<file path="src/rtl/sanmoku_referee_if.sv">
// Move handshake between a move source (keypad or computer player) and the referee.
// The source drives valid/player/cell; the referee answers with ready and ack/err pulses.
interface sanmoku_referee_if;
   logic       mv_valid;
   logic       mv_player;
   logic [3:0] mv_cell;
   logic       mv_ready;
   logic       mv_ack;
   logic       mv_err;

   modport master (
      output mv_valid, mv_player, mv_cell,
      input  mv_ready, mv_ack, mv_err
   );

   modport slave (
      input  mv_valid, mv_player, mv_cell,
      output mv_ready, mv_ack, mv_err
   );
endinterface

</file>
<file path="src/rtl/sanmoku_referee.sv">
// 3x3 sanmoku referee: validates moves, owns the board and turn, scores win/draw.
// Optional per-turn forfeit timer is built when REF_TIMEOUT_EN is defined.
module sanmoku_referee #(
   parameter logic        FIRST_PLAYER   = 1'b0,
   parameter int unsigned TIMEOUT_CYCLES = 1000
) (
   input  logic             CLK,
   input  logic             RST,
   sanmoku_referee_if.slave mv,
   output logic [8:0]       board_x,
   output logic [8:0]       board_o,
   output logic             turn,
   output logic             isNotEnd,
   output logic [1:0]       winner,
   output logic [7:0]       win_line
);

   typedef enum logic [2:0] {WAIT, CHECK, WIN_X, WIN_O, DRAW} state_t;

   state_t     state, state_nxt;
   logic       xfer, legal, forfeit, timeout_hit;
   logic [8:0] cell_bit;
   logic [7:0] lines_mover;
   logic [3:0] move_cnt;
   logic       ack_r, err_r;

   // Bit k set when line k is fully owned in the given occupancy map.
   function automatic logic [7:0] full_lines(input logic [8:0] b);
      logic [7:0] l;
      l[0] = b[0] & b[1] & b[2];
      l[1] = b[3] & b[4] & b[5];
      l[2] = b[6] & b[7] & b[8];
      l[3] = b[0] & b[3] & b[6];
      l[4] = b[1] & b[4] & b[7];
      l[5] = b[2] & b[5] & b[8];
      l[6] = b[0] & b[4] & b[8];
      l[7] = b[2] & b[4] & b[6];
      return l;
   endfunction

   always_ff @(posedge CLK or posedge RST) begin
      if (RST) state <= WAIT;
      else     state <= state_nxt;
   end

   always_comb begin
      state_nxt   = state;
      xfer        = 1'b0;
      legal       = 1'b0;
      forfeit     = 1'b0;
      cell_bit    = 9'd1 << mv.mv_cell;
      lines_mover = full_lines(turn ? board_o : board_x);
      case (state)
         WAIT: begin
            xfer  = mv.mv_valid;
            legal = xfer && (mv.mv_player == turn) && (mv.mv_cell <= 4'd8) &&
                    ((cell_bit & (board_x | board_o)) == 9'd0);
            if (legal) begin
               state_nxt = CHECK;
            end else if (timeout_hit && !xfer) begin
               forfeit   = 1'b1;
               state_nxt = turn ? WIN_X : WIN_O;
            end
         end
         CHECK: begin
            if (lines_mover != 8'd0) state_nxt = turn ? WIN_O : WIN_X;
            else if (move_cnt == 4'd9) state_nxt = DRAW;
            else                       state_nxt = WAIT;
         end
         default: state_nxt = state;
      endcase
   end

   assign mv.mv_ready = (state == WAIT);
   assign mv.mv_ack   = ack_r;
   assign mv.mv_err   = err_r;

   always_ff @(posedge CLK or posedge RST) begin
      if (RST) begin
         board_x  <= 9'd0;
         board_o  <= 9'd0;
         turn     <= FIRST_PLAYER;
         isNotEnd <= 1'b1;
         winner   <= 2'b00;
         win_line <= 8'd0;
         move_cnt <= 4'd0;
         ack_r    <= 1'b0;
         err_r    <= 1'b0;
      end else begin
         ack_r <= legal;
         err_r <= xfer && !legal;
         if (legal) begin
            if (turn) board_o <= board_o | cell_bit;
            else      board_x <= board_x | cell_bit;
            move_cnt <= move_cnt + 4'd1;
         end
         if (state == CHECK) begin
            if (lines_mover != 8'd0) begin
               win_line <= lines_mover;
               winner   <= turn ? 2'b10 : 2'b01;
               isNotEnd <= 1'b0;
            end else if (move_cnt == 4'd9) begin
               winner   <= 2'b11;
               isNotEnd <= 1'b0;
            end else begin
               turn <= ~turn;
            end
         end
         // A forfeit awards the game to the player who was waiting.
         if (forfeit) begin
            winner   <= turn ? 2'b01 : 2'b10;
            isNotEnd <= 1'b0;
         end
      end
   end

`ifdef REF_TIMEOUT_EN
   localparam int TO_W = $clog2(TIMEOUT_CYCLES);
   logic [TO_W-1:0] to_cnt;

   assign timeout_hit = (state == WAIT) && (to_cnt == TO_W'(TIMEOUT_CYCLES - 1));

   // Holds at the limit so an illegal attempt on the expiry cycle defers the forfeit by one cycle.
   always_ff @(posedge CLK or posedge RST) begin
      if (RST)                             to_cnt <= '0;
      else if (legal)                      to_cnt <= '0;
      else if (state == WAIT && !timeout_hit) to_cnt <= to_cnt + 1'b1;
   end
`else
   logic unused_timeout;
   assign unused_timeout = ^32'(TIMEOUT_CYCLES);
   assign timeout_hit    = 1'b0;
`endif

endmodule
</file>
<file path="src/flat_wrapper.sv">
// flat-port wrapper written by rule: the top's interface ports become plain ports
module sanmoku_referee_flat 
#(
   parameter logic        FIRST_PLAYER   = 1'b0,
   parameter int unsigned TIMEOUT_CYCLES = 1000
)
  (CLK, RST, board_x, board_o, turn, isNotEnd, winner, win_line, mv_mv_valid, mv_mv_player, mv_mv_cell, mv_mv_ready, mv_mv_ack, mv_mv_err);
  sanmoku_referee_if mv_i ();
  input  logic CLK;
  input  logic RST;
  output logic [8:0] board_x;
  output logic [8:0] board_o;
  output logic turn;
  output logic isNotEnd;
  output logic [1:0] winner;
  output logic [7:0] win_line;
  input wire logic [$bits(mv_i.mv_valid)-1:0] mv_mv_valid;
  input wire logic [$bits(mv_i.mv_player)-1:0] mv_mv_player;
  input wire logic [$bits(mv_i.mv_cell)-1:0] mv_mv_cell;
  output wire logic [$bits(mv_i.mv_ready)-1:0] mv_mv_ready;
  output wire logic [$bits(mv_i.mv_ack)-1:0] mv_mv_ack;
  output wire logic [$bits(mv_i.mv_err)-1:0] mv_mv_err;
  assign mv_i.mv_valid = mv_mv_valid;
  assign mv_i.mv_player = mv_mv_player;
  assign mv_i.mv_cell = mv_mv_cell;
  assign mv_mv_ready = mv_i.mv_ready;
  assign mv_mv_ack = mv_i.mv_ack;
  assign mv_mv_err = mv_i.mv_err;
  sanmoku_referee #(.FIRST_PLAYER(FIRST_PLAYER), .TIMEOUT_CYCLES(TIMEOUT_CYCLES)) u_core (.CLK(CLK), .RST(RST), .mv(mv_i), .board_x(board_x), .board_o(board_o), .turn(turn), .isNotEnd(isNotEnd), .winner(winner), .win_line(win_line));
endmodule
</file>
<file path="config.mk">
export PLATFORM = sky130hd
export DESIGN_NAME = sanmoku_referee_flat
export DESIGN_NICKNAME = d
export VERILOG_FILES = /design/src/rtl/sanmoku_referee_if.sv /design/src/rtl/sanmoku_referee.sv /design/src/flat_wrapper.sv
export SDC_FILE = /design/constraint.sdc
export NUM_CORES = 1
export LEC_CHECK = 0
export BUFFER_PORTS_ARGS = -buffer_cell sky130_fd_sc_hd__buf_2
export CORE_UTILIZATION = 50
export DETAILED_ROUTE_END_ITERATION = 8
export GPL_TIMING_DRIVEN = 0
export PLACE_DENSITY = 0.74
export SYNTH_ARGS = -nofsm -noshare
export SYNTH_HDL_FRONTEND = slang
export SYNTH_SLANG_ARGS = --single-unit
</file>
<file path="constraint.sdc">
create_clock -name CLK -period 4.6 [get_ports CLK]
set_input_delay 0.92 -clock CLK [delete_from_list [all_inputs] [get_ports CLK]]
set_output_delay 0.92 -clock CLK [all_outputs]
set_load 0.01 [all_outputs]
</file>
; ---- Word-level counts from Yosys, hierarchy flattened
; Cells that the tools add are included.
; W data, S select, Z words.
[totals]
ff_bits = 39
latchBits = 0
ram_bits = 0
rom_bits = 0
input_bits = 8
output_inout_bits = 33
n_memories = 0
[classes]
n_addsub = 1
mul = 0
n_div = 0
order_cmp = 1
eq_ne = 4
shifts = 1
mux = 13
n_bitwise = 23
reduce_logical = 16
[op_table]
columns = operator, n
row1 = $or A9 B9 Y9, 3
row2 = $and A1 B1 Y1, 16
row3 = $reduce_and A2 Y1, 5
row4 = $and A9 B9 Y9, 1
row5 = $logic_not A9 Y1, 1
row6 = $mux W3, 3
row7 = $mux W9, 1
row8 = $shl A1 B4 Y9 const A, 1
row9 = $reduce_bool A8 Y1, 1
row10 = $mux W2, 3
row11 = $pmux W3 S2, 1
row12 = $mux W1, 5
row13 = $add A4 B1 Y4 const B, 1
row14 = $eq A4 B4 Y1 const B, 1
row15 = $le A4 B4 Y1 const B, 1
row16 = $logic_and A1 B1 Y1, 4
row17 = $reduce_bool A2 Y1, 2
row18 = $eq A3 B1 Y1 const B, 1
row19 = $logic_not A3 Y1, 1
row20 = $not A1 Y1, 3
row21 = $reduce_and A3 Y1, 1
row22 = $ne A2 B1 Y1 const B, 1
row23 = $eq A1 B1 Y1, 1
row24 = $logic_not A1 Y1, 1

; ---- Depth between registers and ports, before layout
; Gate-level depths: netlist of the first run.
[depth]
word_depth = 7
ltp_mapped = 8
ltp_nobuf = 5

; ---- Worst setup path after synthesis of the first run
; OpenSTA, ideal clock, no wires.
[synth_timing]
path_kind = input-to-reg
start = input mv_mv_cell[3]
end = register u_core.board_o[3]
setup_time_ns = 0.120
arrival_ns = 2.350
required_ns = 4.480
slack_ns = 2.131
stages = 7
n_path_buf = 2
cell_sequence = or4b_1 -> o32ai_1 -> nor4_2 -> and2_1 -> buf_6 -> buf_6 -> a31o_1
[synth_via]
elab_chain_cells = 6
[synth_rtl]
columns = item, line_no
row1 = from (decl), flat_wrapper.sv:19  ; input wire logic [$bits(mv_i.mv_cell)-1:0] mv_mv_cell;
row2 = $shl A1 B4 Y9, sanmoku_referee.sv:51  ; cell_bit = 9'd1 << mv.mv_cell;
row3 = $and A9 B9 Y9, sanmoku_referee.sv:57  ; ((cell_bit & (board_x | board_o)) == 9'd0);
row4 = $logic_not A9 Y1, sanmoku_referee.sv:57
row5 = $logic_and A1 B1 Y1, sanmoku_referee.sv:56  ; legal = xfer && (mv.mv_player == turn) && (mv.mv_cell <= 4'd8) &&
row6 = $mux W1, sanmoku_referee.sv:53  ; case (state)
row7 = $reduce_and A2 Y1 (no line), --
row8 = to (signal assigned), sanmoku_referee.sv:93  ; if (turn) board_o <= board_o | cell_bit;
row9 = to (decl), sanmoku_referee.sv:11  ; output logic [8:0] board_o,
; Parallel ways exist; a longest one is shown, timed or not.
; A chain may end at the register's enable or synchronous reset.

; ---- Worst setup path after layout of the first run
[layout_timing]
start = input mv_mv_cell[3]
end = register u_core.board_x[4]
[layout_via]
elab_chain_cells = 6
[layout_rtl]
columns = item, line_no
row1 = $shl A1 B4 Y9, sanmoku_referee.sv:51
row2 = $and A9 B9 Y9, sanmoku_referee.sv:57
row3 = $logic_not A9 Y1, sanmoku_referee.sv:57
row4 = $logic_and A1 B1 Y1, sanmoku_referee.sv:56
row5 = $mux W1, sanmoku_referee.sv:53
row6 = $reduce_and A2 Y1 (no line), --
row7 = to (signal assigned), sanmoku_referee.sv:94  ; else board_x <= board_x | cell_bit;
row8 = to (decl), sanmoku_referee.sv:10  ; output logic [8:0] board_x,
; Parallel ways exist; a longest one is shown, timed or not.

==> insert_results.sql, run 1 <==
INSERT INTO impl_metrics (metric_group, metric, value, unit) VALUES
('pwr', 'power_frac_clock', '15.9', '%'),
('cts', 'clk_transition_reported_paths', '0.07', 'ns'),
('cts', 'cts_made_buffers', '5', ''),
('logic_synthesis', 'ys.warnings.count', '0', ''),
('placed_design', 'dp_hpwl', '3340', 'microns'),
('timing', 'fin_crit', '2.48', 'ns'),
('grt', 'globalRoute.totalOverflow', '0', ''),
('grt', 'antenna_found_initial', '0', ''),
('placed_design', 'finalWeightedCongestion', '0.911', ''),
('drt', 'drcViolationCount', '0', ''),
('timing', 'rsz0062_at_grt', 'no', ''),
('placed_design', 'port_buffers', '40', ''),
('placed_design', 'post-place-cells', '261', ''),
('critical_path', 'timing.critical_path.required', '4.78', 'ns'),
('cts', 'cts_root_buffer', 'sky130_fd_sc_hd__clkbuf_8', ''),
('finish', 'area.sequential', '977', 'sq um'),
('floorplanning', 'core_region_area', '3440', 'sq um'),
('logic_synthesis', 'synth_nets', '185', ''),
('logic_synthesis', 'syn-mean-instance-area', '10.6', 'sq um'),
('cts', 'ctsHtreeMaxLevel', '2', ''),
('logic_synthesis', 'netlist_instances', '175', ''),
('critical_path', 'critPathLaunch', 'mv_mv_cell[3]', ''),
('floorplanning', 'fp.dieW', '63.0', 'microns'),
('floorplanning', 'chipHeight', '63.0', 'microns'),
('placed_design', 'post_placement_worst_setup_slack', '1.83', 'ns'),
('finish', 'num-nets-final', '232', ''),
('logic_synthesis', 'synth_seq_cells', '39', ''),
('timing', 'timing.max_slew.rel_slack', '47.2', '%'),
('grt', 'grt_pass1_wl', '7760', 'microns'),
('drt', 'ant_nets', '0', ''),
('timing', 'holdWs', '0.474', 'ns'),
('finish', 'post-route-cell-area', '2200', 'sq um'),
('finish', 'antenna-diode-count', '0', ''),
('grt', 'first_global_vias', '1588', ''),
('critical_path', 'worst_r2r_path_depth', '8', ''),
('drt', 'first_pass_iters', '4', ''),
('outcome', 'outcome', 'finished, final reports clean', ''),
('finish', 'share_of_post_route_cells_with_drive_strength_above_1', '26.0', '%'),
('critical_path', 'critPathArrivalTime', '2.66', 'ns'),
('logic_synthesis', 'synthDistinctLibCells', '43', ''),
('floorplanning', 'die-area', '3960', 'sq um'),
('critical_path', 'startpoint_type', 'input pin', ''),
('drt', 'viasPerCell', '5.99', ''),
('timing', 'finalSetupViolCount', '0', ''),
('floorplanning', 'design.portCount', '41', ''),
('timing', 'setup_ws', '2.12', 'ns'),
('timing', 'worst_slew_pin_slew', '0.791', 'ns'),
('pwr', 'netSwitchingFraction', '41.1', '%'),
('cts', 'cts_tree', 'done', ''),
('timing', 'clock_skew', '0.00525', 'ns'),
('grt', 'grtUsageTotal', '25.5', '%'),
('critical_path', 'worst_path_max_fanout', '10', ''),
('logic_synthesis', 'seq_area_frac_synth', '52.6', '%'),
('pwr', 'pwr_density_cell', '626', 'nW/um^2'),
('critical_path', 'worstSetupPathType', 'in -> reg', ''),
('worst_hold_path', 'worst_hold_startpoint', 'u_core.move_cnt[3]', ''),
('floorplanning', 'start_util', '54.0', '%'),
('drt', 'route.final.wire_length', '4460', 'microns'),
('timing', 'max_freq', '403', 'MHz'),
('timing', 'fin_crit_sh', '53.9', '%'),
('cts', 'cts_hold_buffers', '0', ''),
('run', 'cap_viol_max_count', '0', ''),
('finish', 'layout-area-overhead-vs-synth', '18.2', '%'),
('critical_path', 'reg2reg_start', 'u_core.turn', ''),
('cts', 'cts_setup_buffers', '0', ''),
('grt', 'grt_start_max_net_pins', '40', ''),
('logic_synthesis', 'synth-edff-count', '0', ''),
('pwr', 'max-vdd-ir-drop', '0.334', 'mV'),
('critical_path', 'r2r_setup_slack', '2.44', 'ns'),
('logic_synthesis', 'async_flop_share', '100', '%'),
('drt', 'routedWlPerCell', '16.6', 'microns');
-- power groups by stage --
stage	registers (mW)	clock network (mW)	logic (mW)
6_report	0.617	0.219	0.540
3_5_place_dp	0.618	0	0.542
2_1_floorplan	0.629	0	0.304
5_1_grt	0.640	0.240	0.597
4_1_cts	0.612	0.224	0.543
3_3_place_gp	0.610	0	0.524
-- placed cells by master (no fill, tap or decap), drive strengths merged, types with 2 or more instances in the layout --
| master | n |
|---|---|
| nand4 | 3 |
| inv | 3 |
| nand2b | 5 |
| nand2 | 13 |
| o21ai | 5 |
| ha | 2 |
| a22o | 8 |
| xnor2 | 4 |
| nor2 | 22 |
| o32ai | 3 |
| a31o | 13 |
| a21oi | 2 |
| buf | 47 |
| o22a | 2 |
| and2 | 2 |
| nand3 | 8 |
| dfrtp | 38 |
| or4b | 2 |
| a21o | 6 |
| clkinv | 2 |
| clkbuf | 8 |
| nor3 | 4 |
| o22ai | 3 |
-- area by class of cell --
class | count | share of cell area, %
sequential | 39 | 44.5
multi-input combinational | 124 | 36.8
timing repair buffer | 40 | 9.11
clock buffer | 7 | 3.47
buffer | 8 | 2.62
tap | 46 | 2.62
inverter | 4 | 0.683
clock inverter | 1 | 0.228
-- state kept, by name (all words and copies together), names as in the netlist --
| register | count |
|---|---|
| u_core.winner | 2 |
| u_core.turn | 1 |
| u_core.state | 3 |
| u_core.move_cnt | 4 |
| u_core.win_line | 8 |
| u_core.mv.mv_ack | 1 |
| u_core.board_o | 9 |
| u_core.isNotEnd | 1 |
| u_core.mv.mv_err | 1 |
| u_core.board_x | 9 |
-- how the worst min path moves through the flow --
stage / cells after the start / endpoint / slack [ns]
finish: 1 / u_core.move_cnt[3] / 0.47
global route: 1 / u_core.isNotEnd / 0.49
CTS: 1 / u_core.move_cnt[3] / 0.48
detailed placement: 1 / u_core.move_cnt[3] / 0.47
global placement: 1 / u_core.move_cnt[3] / 0.46
floorplan: 1 / u_core.move_cnt[3] / 0.45
-- synth_stat cells, drive strengths merged (2+ instances only) --
master,instances,area [sq um]
nand2,13,48.8
a31o,13,114
o21ai,5,25.0
o22ai,3,18.8
nor2,22,82.6
nand2b,5,31.3
xnor2,4,35.0
o22a,2,17.5
nand4,3,18.8
nand3,8,40.0
a21oi,2,10.0
or4b,2,20.0
dfrtp,38,951
a21o,6,45.0
buf,7,53.8
o32ai,3,26.3
a22o,8,70.1
nor3,4,20.0
inv,3,11.3
ha,2,25.0
and2,2,12.5
-- cell families after synthesis --
kind of cell    after synthesis  share of synthesized area (%)
buf+inv                      12                           3.91
xor+xnor                      5                           2.36
mux                           1                          0.539
fa+ha+maj                     2                           1.35
flops                        39                           52.6
compound gates               49                           20.9
simple gates                 67                           18.3
-- layer usage --
layer | routed length [microns] | global-route usage, % | vias up
met1 | 1890 | 32.6 | 798
met4 | 78 | 7.85 | 0
met5 | 0 | 0 | -
met2 | 2210 | 41.9 | 62
li1 | - | - | 741
met3 | 279 | 6.75 | 10
-- critical path, cell delays in order --
cell	delay [ns]
sky130_fd_sc_hd__buf_2	0.14
sky130_fd_sc_hd__or4b_1	0.60
sky130_fd_sc_hd__o32ai_1	0.20
sky130_fd_sc_hd__nor4_2	0.13
sky130_fd_sc_hd__and2_1	0.19
sky130_fd_sc_hd__buf_6	0.13
sky130_fd_sc_hd__buf_6	0.13
sky130_fd_sc_hd__a31o_1	0.22
(Power assumes the default switching activity.)
==> run 2, diff against run 1 <==
Settings changed: ABC_AREA set to 1, CORE_UTILIZATION 50 to 48.
Clock period 4.6 ns to 2.08 ns, I/O delays scaled along.
==> run 2 against run 1 <==
  * Synthesized cell count rose by 49%
  * Combinational power fell by 91%
  * Core utilization fell by 2.1 points
  * Largest cell class unchanged
  * Highest routed layer unchanged
==> insert_results.sql, run 2 <==
INSERT INTO impl_metrics (metric_group, metric, value, unit) VALUES
('outcome', 'outcome', 'finished, final reports clean', ''),
('finish', 'final_common_cell', 'sky130_fd_sc_hd__nand2_1', ''),
('grt', 'antenna_found_initial', '0', ''),
('pwr', 'max-vdd-ir-drop', '0.399', 'mV'),
('drt', 'dr.first_iter.drc_count', '98', ''),
('critical_path', 'cpLargestDelayFamily', 'simple AND/OR/NAND/NOR gates', ''),
('finish', 'num-nets-final', '317', ''),
('floorplanning', 'row_count', '22', ''),
('drt', 'first_pass_iters', '4', ''),
('worst_hold_path', 'hp-class', 'in -> async', ''),
('floorplanning', 'core_region_area', '3740', 'sq um'),
('drt', 'met1_length', '2040', 'microns'),
('drt', 'total_number_of_vias', '1696', ''),
('cts', 'clock_sink_count', '39', ''),
('cts', 'ctsHtreeMaxLevel', '2', ''),
('pwr', 'pwr_density_cell', '635', 'nW/um^2'),
('grt', 'first_global_vias', '1623', ''),
('grt', 'grtUsageTotal', '22.2', '%'),
('critical_path', 'critical_path.n_buffers_inverters', '3', ''),
('cts', 'longest_clk_path_bufs', '2', ''),
('logic_synthesis', 'async_flop_share', '100', '%'),
('timing', 'fin_crit_sh', '91.4', '%'),
('grt', 'grt_pass1_wl', '7120', 'microns'),
('floorplanning', 'start_util', '51.4', '%'),
('drt', 'ant_nets', '0', ''),
('critical_path', 'critPathArrivalTime', '2.14', 'ns'),
('grt', 'globalRoute.totalOverflow', '0', ''),
('logic_synthesis', 'synth.top_cells.by_count', 'sky130_fd_sc_hd__nand2_1 (115), sky130_fd_sc_hd__dfrtp_1 (38), sky130_fd_sc_hd__inv_1 (35)', ''),
('finish', 'share_of_post_route_cells_with_drive_strength_above_1', '19.2', '%'),
('placed_design', 'finalWeightedCongestion', '0.899', ''),
('timing', 'timing.setup.tns', '0', 'ns'),
('critical_path', 'startpoint_type', 'flip-flop', ''),
('timing', 'worst_slew_pin_slew', '0.812', 'ns'),
('floorplanning', 'die-area', '4270', 'sq um'),
('logic_synthesis', 'synth_seq_cells', '39', ''),
('timing', 'finalSetupViolCount', '0', ''),
('critical_path', 'worst_setup_path_end_kind', 'flip-flop', ''),
('timing', 'max_freq', '526', 'MHz'),
('timing', 'slew_viol_final', '0', ''),
('drt', 'met2_length', '1950', 'microns'),
('logic_synthesis', 'ranking_of_synthesized_cells_by_area', 'sky130_fd_sc_hd__dfrtp_1 (49%), sky130_fd_sc_hd__nand2_1 (22%), sky130_fd_sc_hd__inv_1 (6.8%), sky130_fd_sc_hd__nand3_1 (4.9%), sky130_fd_sc_hd__nor2_1 (4.1%)', ''),
('critical_path', 'critical-path-max-stage-delay', '0.50', 'ns'),
('logic_synthesis', 'post-synth-top-area-cell', 'sky130_fd_sc_hd__dfrtp_1', ''),
('logic_synthesis', 'netlist_instances', '260', ''),
('drt', 'routed.top_layer', 'met4', ''),
('drt', 'drcViolationCount', '0', ''),
('finish', 'layout-area-overhead-vs-synth', '20.0', '%'),
('timing', 'clock_skew', '0.0102', 'ns'),
('logic_synthesis', 'cell_area_after_synthesis', '1920', 'sq um'),
('floorplanning', 'chipHeight', '65.3', 'microns'),
('logic_synthesis', 'synth_most_common_cell', 'sky130_fd_sc_hd__nand2_1', ''),
('floorplanning', 'design.portCount', '41', ''),
('logic_synthesis', 'synth-edff-count', '0', ''),
('drt', 'routed-wl-met3', '126', 'microns'),
('critical_path', 'timing.critical_path.cells', 'inv_2 > buf_6 > nand2_1 > nand2_1 > nand3_1 > nand2_1 > nor2_1 > nand2_2 > nand2_4 > buf_6 > nand3_1 > nand2_1', ''),
('cts', 'cts_hold_buffers', '0', ''),
('drt', 'viasPerCell', '4.76', ''),
('timing', 'timing.max_slew.rel_slack', '45.4', '%'),
('placed_design', 'dp_hpwl', '2990', 'microns'),
('finish', 'mostFrequentLayoutCells', 'sky130_fd_sc_hd__nand2_1 (115), sky130_fd_sc_hd__buf_2 (41), sky130_fd_sc_hd__dfrtp_1 (38)', ''),
('critical_path', 'cp_common_cell', 'sky130_fd_sc_hd__nand2_1', ''),
('logic_synthesis', 'synth_nets', '270', ''),
('critical_path', 'cp_slowest_cell', 'sky130_fd_sc_hd__dfrtp_1', ''),
('grt', 'grt_start_max_net_pins', '40', ''),
('timing', 'rsz0062_at_grt', 'no', ''),
('timing', 'fin_crit', '1.90', 'ns'),
('placed_design', 'place_area', '2180', 'sq um'),
('finish', 'antenna-diode-count', '0', ''),
('critical_path', 'worst_path_max_fanout', '10', ''),
('logic_synthesis', 'synth_top_area_share', '49.4', '%'),
('cts', 'clk_transition_reported_paths', '0.08', 'ns'),
('logic_synthesis', 'seq_area_frac_synth', '50.8', '%'),
('critical_path', 'timing.critical_path.required', '2.32', 'ns'),
('pwr', 'leakage', '1.24', 'nW'),
('logic_synthesis', 'syn-mean-instance-area', '7.40', 'sq um'),
('cts', 'clkLatencyLatePin', '0.30', 'ns'),
('run', 'cap_viol_max_count', '0', ''),
('cts', 'cts_setup_buffers', '0', ''),
('floorplanning', 'fp.dieW', '65.3', 'microns'),
('timing', 'finalHoldViolations', '0', ''),
('finish', 'post-route-cell-area', '2310', 'sq um'),
('cts', 'cts_root_buffer', 'sky130_fd_sc_hd__clkbuf_8', ''),
('logic_synthesis', 'synthDistinctLibCells', '20', ''),
('drt', 'route.final.wire_length', '4150', 'microns'),
('logic_synthesis', 'ys.warnings.count', '0', ''),
('drt', 'routedWlPerCell', '11.7', 'microns'),
('finish', 'registers_with_the_highest_flip_flop_counts', 'u_core.board_o x9, u_core.board_x x9, u_core.win_line x8', ''),
('cts', 'cts_tree', 'done', ''),
('logic_synthesis', 'synthFlopType', 'sky130_fd_sc_hd__dfrtp_1', ''),
('cts', 'cts_made_buffers', '5', ''),
('critical_path', 'worstSetupPathType', 'reg -> reg', ''),
('placed_design', 'port_buffers', '40', '');
## run 2: changes by cell type in the layout (fill, tap and decap cells not counted), sizes merged, moves of 5 or more
cell	delta
nand2b	-5
o21ai	+8
a21o	-6
nand2	+104
nand3	+11
inv	+33
a31o	-13
a22o	-8
## run 2: timing repair
item | CTS | global route
hold endpoints to repair | 0 | 0
endpoints found under the setup margin | 0 | 13
gates resized for setup | 0 | 2
## run 2: cell families (layout without fill, tap and decap cells)
kind of cell / after synthesis / after routing / share of synthesized area (%)
fa+ha+maj: 2 / 2 / 1.30
buf+inv: 40 / 88 / 8.84
simple gates: 160 / 160 / 33.2
flops: 39 / 39 / 50.8
xor+xnor: 4 / 4 / 1.82
compound gates: 15 / 15 / 4.03
## run 2: cell type report
type | count | area [sq um]
fill | 357 | 1430
sequential | 39 | 977
multi-input combinational | 181 | 785
timing repair buffer | 40 | 200
inverter | 36 | 135
clock buffer | 6 | 82.6
tap | 48 | 60.1
clock inverter | 2 | 35.0
buffer | 4 | 35.0
## run 2: per-layer routing
metal / track usage (%) / vias up
li1: - / 876
met1: 28.5 / 775
met2: 35.8 / 38
met3: 5.03 / 7
met4: 9.24 / 0
met5: 0 / -
## run 2: through the flow
stage               util, %  power (mW)  setup slack, ns  hold WS [ns]  cells
floorplan                 -       0.810            0.482         0.449    260
detailed placement     58.4       0.828            0.150         0.473    348
global route           61.7        1.53          0.00800         0.319    356
finish                 61.7        1.47            0.178         0.259    356
CTS                    61.5        1.48            0.152         0.290    356
global placement       58.4       0.827            0.171         0.469    348
## run 2: worst paths after layout
| path | start | end | slack (ns) | cells past startpoint |
|---|---|---|---|---|
| setup / recovery | u_core.turn | u_core.winner[0] | 0.18 | 12 |
| hold / removal | RST | u_core.move_cnt[3] | 0.26 | 2 |
| setup reg to reg | u_core.turn | u_core.winner[0] | 0.18 | 12 |
| hold reg to reg | u_core.win_line[0] | u_core.win_line[0] | 0.49 | 2 |
| max in group asynchronous | RST | u_core.win_line[4] | 1.32 | 2 |
| min in group CLK | mv_mv_cell[2] | u_core.board_x[8] | 0.43 | 4 |
## run 2: worst reg2reg max path, stage by stage, from the launching register on
cell                      delay [ns]
sky130_fd_sc_hd__dfrtp_1        0.50
sky130_fd_sc_hd__inv_2          0.07
sky130_fd_sc_hd__buf_6          0.15
sky130_fd_sc_hd__nand2_1        0.07
sky130_fd_sc_hd__nand2_1        0.10
sky130_fd_sc_hd__nand3_1        0.13
sky130_fd_sc_hd__nand2_1        0.06
sky130_fd_sc_hd__nor2_1         0.18
sky130_fd_sc_hd__nand2_2        0.14
sky130_fd_sc_hd__nand2_4        0.15
sky130_fd_sc_hd__buf_6          0.15
sky130_fd_sc_hd__nand3_1        0.07
sky130_fd_sc_hd__nand2_1        0.07
## run 2: power by group
part           internal, mW  switching, mW  total (mW)
clock                 0.388          0.266       0.655
combinational        0.0141         0.0360      0.0500
sequential            0.760        0.00270       0.763
